==> src/rtl/aurora_20g_adc_packer.sv <==
// Packs two headers and eight ADC words into a 9-beat AXIS frame for the Aurora TX.
// Beats 0..4 interleave half-words through a hold register; beats 5..8 pass ADC words through.
module aurora_20g_adc_packer #(
  parameter int unsigned DATA_WD = 128,
  parameter int unsigned HEAD_WD = 64
) (
  input  logic                 clk,
  input  logic                 rst,
  input  logic                 cfg_rst,
  input  logic                 head_vld,
  input  logic [HEAD_WD-1:0]   head_data,
  output logic                 head_rdy,
  input  logic                 adc_vld,
  input  logic [DATA_WD-1:0]   adc_data,
  output logic                 adc_rdy,
  output logic [DATA_WD-1:0]   m_axis_tdata,
  output logic [DATA_WD/8-1:0] m_axis_tkeep,
  output logic                 m_axis_tvalid,
  output logic                 m_axis_tlast,
  input  logic                 m_axis_tready,
  output logic [31:0]          frame_cnt
);

  localparam int unsigned HALF_WD = DATA_WD / 2;
  localparam int unsigned KEEP_WD = DATA_WD / 8;
  localparam int unsigned CNT_WD  = 32;

  if (HEAD_WD != HALF_WD) begin : g_bad_head_wd
    $error("aurora_20g_adc_packer: HEAD_WD must equal DATA_WD/2");
  end

  typedef enum logic [3:0] {
    S0 = 4'd0,
    S1 = 4'd1,
    S2 = 4'd2,
    S3 = 4'd3,
    S4 = 4'd4,
    S5 = 4'd5,
    S6 = 4'd6,
    S7 = 4'd7,
    S8 = 4'd8
  } state_t;

  state_t               state_q;
  state_t               state_d;
  logic [HALF_WD-1:0]   hold_q;
  logic [HALF_WD-1:0]   hold_d;
  logic                 flush;
  logic                 out_free;
  logic                 load;
  logic [DATA_WD-1:0]   beat;
  logic                 beat_last;
  logic [HALF_WD-1:0]   adc_lo;
  logic [HALF_WD-1:0]   adc_hi;

  assign flush    = rst | cfg_rst;
  assign out_free = !m_axis_tvalid || m_axis_tready;
  assign adc_lo   = adc_data[HALF_WD-1:0];
  assign adc_hi   = adc_data[DATA_WD-1:HALF_WD];

  // Per-beat handshake, beat assembly and next-state selection.
  always_comb begin
    state_d   = state_q;
    hold_d    = hold_q;
    load      = 1'b0;
    beat      = '0;
    beat_last = 1'b0;
    head_rdy  = 1'b0;
    adc_rdy   = 1'b0;
    if (!flush) begin
      case (state_q)
        S0: begin
          head_rdy = out_free && adc_vld;
          adc_rdy  = out_free && head_vld;
          load     = out_free && head_vld && adc_vld;
          beat     = {adc_lo, head_data};
          if (load) hold_d = adc_hi;
        end
        S1, S2, S3: begin
          adc_rdy = out_free;
          load    = out_free && adc_vld;
          beat    = {adc_lo, hold_q};
          if (load) hold_d = adc_hi;
        end
        S4: begin
          head_rdy = out_free;
          load     = out_free && head_vld;
          beat     = {head_data, hold_q};
        end
        S5, S6, S7: begin
          adc_rdy = out_free;
          load    = out_free && adc_vld;
          beat    = adc_data;
        end
        S8: begin
          adc_rdy   = out_free;
          load      = out_free && adc_vld;
          beat      = adc_data;
          beat_last = 1'b1;
        end
        default: state_d = S0;
      endcase
      if (load) state_d = (state_q == S8) ? S0 : state_t'(state_q + 4'd1);
    end
  end

  // State and hold register; a flush restarts packing at beat 0.
  always_ff @(posedge clk) begin
    if (flush) begin
      state_q <= S0;
      hold_q  <= '0;
    end else begin
      state_q <= state_d;
      hold_q  <= hold_d;
    end
  end

  // Single output register stage plus frame counter.
  always_ff @(posedge clk) begin
    if (rst) begin
      m_axis_tvalid <= 1'b0;
      m_axis_tlast  <= 1'b0;
      m_axis_tdata  <= '0;
      m_axis_tkeep  <= '0;
      frame_cnt     <= '0;
    end else if (cfg_rst) begin
      m_axis_tvalid <= 1'b0;
      m_axis_tlast  <= 1'b0;
      m_axis_tdata  <= '0;
      m_axis_tkeep  <= '0;
    end else begin
      if (load) begin
        m_axis_tvalid <= 1'b1;
        m_axis_tdata  <= beat;
        m_axis_tlast  <= beat_last;
        m_axis_tkeep  <= {KEEP_WD{1'b1}};
      end else if (m_axis_tvalid && m_axis_tready) begin
        m_axis_tvalid <= 1'b0;
      end
      if (m_axis_tvalid && m_axis_tready && m_axis_tlast) begin
        frame_cnt <= frame_cnt + CNT_WD'(1);
      end
    end
  end

endmodule

==> config.mk <==
export PLATFORM = sky130hd
export DESIGN_NAME = aurora_20g_adc_packer
export DESIGN_NICKNAME = d
export VERILOG_FILES = /design/src/rtl/aurora_20g_adc_packer.sv
export SDC_FILE = /design/constraint.sdc
export NUM_CORES = 1
export LEC_CHECK = 0
export CAP_MARGIN = 20
export CORE_MARGIN = 3
export CORE_UTILIZATION = 48
export DETAILED_ROUTE_END_ITERATION = 10
export PLACE_DENSITY = 0.91
export SLEW_MARGIN = 20
export SYNTH_ARGS = -nofsm -noshare
export SYNTH_HDL_FRONTEND = slang
export SYNTH_SLANG_ARGS = --single-unit
==> constraint.sdc <==
create_clock -name clk -period 3.7 [get_ports clk]
set_clock_uncertainty 0.15 [all_clocks]
set_input_delay 1.11 -clock clk [delete_from_list [all_inputs] [get_ports clk]]
set_output_delay 1.11 -clock clk [all_outputs]
set_load 0.02 [all_outputs]
== Word level (Yosys, flattened, before mapping) ==
Cells that the tools add are included.

* Add/subtract/negate cells: 2
* Eq/ne operators: 11
* Multiplexer cells: 19
* Bitwise gates (word level): 2
* Reduce and logical (&&, ||, !) cells: 17

{| class="wikitable"
|+ Operators with widths
! cell !! count
|-
| case mux 128 bit (4 select lines) || 1
|-
| 2-to-1 mux 128 bit || 1
|-
| 2-to-1 mux 64 bit || 2
|-
| case mux 64 bit (2 select lines) || 1
|-
| adder 32 x 1 -> 32 bit (second input constant) || 1
|-
| equality test 4 x 3 -> 1 bit (second input constant) || 4
|-
| 2-to-1 mux 4 bit || 3
|-
| OR reduction 9 bit || 1
|-
| equality test 4 x 2 -> 1 bit (second input constant) || 2
|-
| 2-to-1 mux 1 bit || 8
|-
| OR reduction 7 bit || 1
|-
| logical AND 1 bit || 5
|-
| adder 4 x 1 -> 4 bit (second input constant) || 1
|-
| equality test 4 x 1 -> 1 bit (second input constant) || 1
|-
| equality test 4 bit (second input constant) || 1
|-
| logical NOT 4 bit || 1
|-
| != test 2 bit (second input constant) || 2
|-
| case mux 1 bit (2 select lines) || 2
|-
| nonzero test 2 bit || 2
|-
| OR reduction 4 bit || 1
|-
| case mux 1 bit (3 select lines) || 1
|-
| AND reduction 3 bit || 1
|-
| OR reduction 3 bit || 1
|-
| != test 2 x 1 -> 1 bit (second input constant) || 1
|-
| other kinds (6) || 6
|}

* Bits in registers: 231
* Word-level logic and storage cells: 58

== Longest topological paths before layout ==
* Depth in word-level cells: 8
* Mapped depth: 10
* Mapped depth without buffers: 7

== Worst setup path after synthesis ==
Ideal clock, no wire load.

* Path type: input to output
* From: in rst
* To: out adc_rdy
* Data arrival time: 2.108 ns
* Slack: 0.332 ns
* Stages on the path: 5
* Cell sequence: clkbuf_1 nor2_1 buf_1 nand2_1 a21oi_1

* Cells in the longest elaborated chain, start to end: 2

{| class="wikitable"
|+ RTL lines
! element !! line !! source
|-
| start: declaration || 8 || <nowiki>input logic rst,</nowiki>
|-
| OR 1 bit || 56 || <nowiki>assign flush = rst | cfg_rst;</nowiki>
|-
| 2-to-1 mux 1 bit || 70 || <nowiki>if (!flush) begin</nowiki>
|-
| end: declaration || 15 || <nowiki>output logic adc_rdy,</nowiki>
|}

No other way between the ends.

== Worst setup path in the final report ==
* From: in cfg_rst
* To: out head_rdy

* Cells in the longest elaborated chain, start to end: 2

{| class="wikitable"
|+ RTL lines
! element !! line !! source
|-
| start: declaration || 9 || <nowiki>input logic cfg_rst,</nowiki>
|-
| OR 1 bit || 56 ||
|-
| 2-to-1 mux 1 bit || 70 ||
|-
| end: declaration || 12 || <nowiki>output logic head_rdy,</nowiki>
|}

No other way between the ends.

==> impl_metrics.ini <==
[sta]
slew_viol_final = 0
timing.final.crit_period_ns = 3.61
fmaxAchievable_mhz = 277
relSlewSlack_pct = 39.9
tightest_slew_ns = 0.902
setup_tns_ns = 0
fin_crit_sh_pct = 97.5
rsz0062_at_grt = no
hold_viol = 0
setup_viol = 0

[cells_and_area]
nNetsFinal = 1694
antenna_cells = 0
syn_to_final_growth_pct = 49.6
drive_above_1_share_pct = 6.17
instances_no_fill = 1773

[routing]
drtIter0Drc = 1538
ant_nets = 0
vias = 11200
dr.pass1.iters = 8
drc = 0
finalWirelength_um = 38800
via_per_inst = 6.31
wl_per_cell_um = 21.9

[placed_design]
numPortBuffers = 377
place_inst = 1729
dp_hpwl_um = 25000
place_congestion = 0.917

[power_and_ir_drop]
p_per_area_nw_per_um2 = 429
p_total_mw = 6.31
vdd_drop_max_mv = 0.421
p_leak_nw = 5.21

[yosys]
async_flop_share_pct = 0
yosys_warnings = 0
synth_top_area_share_pct = 47.0
syn_inst = 1180
syn-cell-area_um2 = 9830
synth_top_flop_cell = dfxtp_1
yosysUniqueCellTypes = 45
ys_ff_latch = 231
synth.net_count = 1383
synth_largest_area_cell = dfxtp_1
synth_area_leaders = dfxtp_1 47%, a21oi_1 13%, a222oi_1 6.5%
seq_area_frac_synth_pct = 47.0
synth-edff-count = 0
postSynthAreaPerCell_um2 = 8.33

[clock_tree]
clk_pin_slew_ns = 0.06
cts.sinks = 231
cts.path.max_buffers = 3
ctsHoldBuffers = 0
cts_buffers = 25
cts_tree = built
cts_setup_buffers = 0
cts_root_buf = clkbuf_16
clkLatencyLatePin_ns = 0.52
htree_levels = 1

[worst_setup_path]
critPathCaptureType = output pin
worst-path-max-fanout = 4
critPathKind = in2out
start_kind = input port
crit_required_ns = 2.44
crit_arrival_ns = 2.35

[grt]
met2_usage_pct = 53.4
track_usage_pct = 32.9
overflow = 0
use_met3_pct = 7.93
grtUsageMet1_pct = 41.0
grt_max_degree = 130
grt_pass1_vias = 11000
antenna_found_initial = 0
grt-busiest-layer = met2
grt_pass1_wl_um = 59200

[status]
status = completed

[hold_path]
hold_class = reg2reg

[floorplan]
start_util_pct = 49.7
ioPinCount = 378
core_um2 = 19800
die_w_um = 149
dieArea_um2 = 22200
core.rowCount = 51
die-height_um = 149

[run]
maxCapViolations = 0
[per-layer routing]
layer / share of wire (%) / vias up
met1: 35 / 5168
met3: 12 / 143
li1: - / 4985
met4: 5.0 / 0
met2: 47 / 893
met5: 0 / -
[layout by cell type (no fill, tap or decap), types with 6 or more instances in the layout]
cell type / Yosys / final
a21oi_1: 264 / 264
a222oi_1: 64 / 64
a22oi_1: 64 / 64
buf_12: 0 / 10
buf_4: 17 / 23
clkbuf_16: 0 / 25
clkdlybuf4s50_1: 0 / 375
clkinv_2: 0 / 6
dfxtp_1: 231 / 231
inv_1: 7 / 7
nand2_1: 150 / 150
nand3_1: 15 / 15
nand4_1: 14 / 14
nor2_1: 40 / 37
o21ai_0: 118 / 118
o21ai_1: 12 / 12
xor2_1: 25 / 25
[repair_timing]
item / in CTS / in global routing
endpoints found under the hold margin: 0 / 0
resized for setup: 2 / 3
setup endpoints to repair: 2 / 2
[Yosys cell counts, types with 2 or more instances]
library cell / instances
ha_1: 5
a22oi_1: 64
o21ai_1: 12
nand2b_1: 2
dfxtp_1: 231
buf_1: 12
nor4_1: 5
and3_1: 4
nor3_1: 5
nand3_1: 15
nor2_1: 40
buf_2: 18
a21oi_1: 264
buf_4: 17
nor4_2: 2
xor2_1: 25
xnor2_1: 5
nand2_1: 150
a222oi_1: 64
o21ai_0: 118
inv_1: 7
clkbuf_1: 79
nand4_1: 14
[where the power goes]
| group | total (mW) | internal [mW] | leakage (nW) | switching, mW |
|---|---|---|---|---|
| clock | 2.68 | 1.65 | 0.436 | 1.03 |
| combinational | 1.02 | 0.483 | 2.90 | 0.533 |
| sequential | 2.62 | 2.57 | 1.87 | 0.0477 |
| total | 6.31 | 4.70 | 5.21 | 1.61 |
[critical path, stage by stage]
cell             delay, ns
clkdlybuf4s50_1       0.50
nor2_4                0.15
nand2_1               0.13
nor2_1                0.14
clkdlybuf4s15_1       0.32
[layout make-up]
cell class | instances | area, um2
well taps | 265 | 332
clock inverters | 13 | 198
repair buffers | 411 | 4150
multi-input cells | 815 | 4690
flip-flops and latches | 231 | 4620
inverters | 7 | 26.3
clock buffers | 31 | 678
fillers | 1320 | 5080
[final timing paths]
kind / startpoint / endpoint / slack, ns / cells after the start
max reg2reg: state_q[0] / hold_q[24] / 0.93 / 8
min reg2reg: hold_q[47] / hold_q[47] / 0.31 / 2
max: cfg_rst / head_rdy / 0.09 / 5
min: hold_q[47] / hold_q[47] / 0.31 / 2
[registers in the layout, indices dropped and copies added, names as in the netlist]
signal	flops
m_axis_tdata	128
hold_q	64
frame_cnt	32
state_q	4
m_axis_tkeep	1
m_axis_tlast	1
m_axis_tvalid	1
[cells by family after synthesis]
group / after synthesis / synth area share, %
AOI/OAI and AO/OA: 532 / 32.4
DFF: 231 / 47.0
and+or+nand+nor: 247 / 11.0
xor gates and xnor gates: 30 / 2.67
buffers and inverters: 134 / 6.07
muxes: 1 / 0.153
adders and majority gates: 5 / 0.636
[per-stage QoR]
step	area (um2)	util [%]	setup WS, ns	hold slack (ns)
final	14700	74.3	0.0912	0.305
after detailed placement	13800	69.9	-0.220	0.297
after global placement	13800	69.9	-0.238	0.291
after floorplan	9830	-	0.332	0.286
after global routing	14700	74.3	0.0149	0.328
after CTS	14700	74.3	0.0485	0.305
Note: power is estimated with default switching activity, not from simulation.
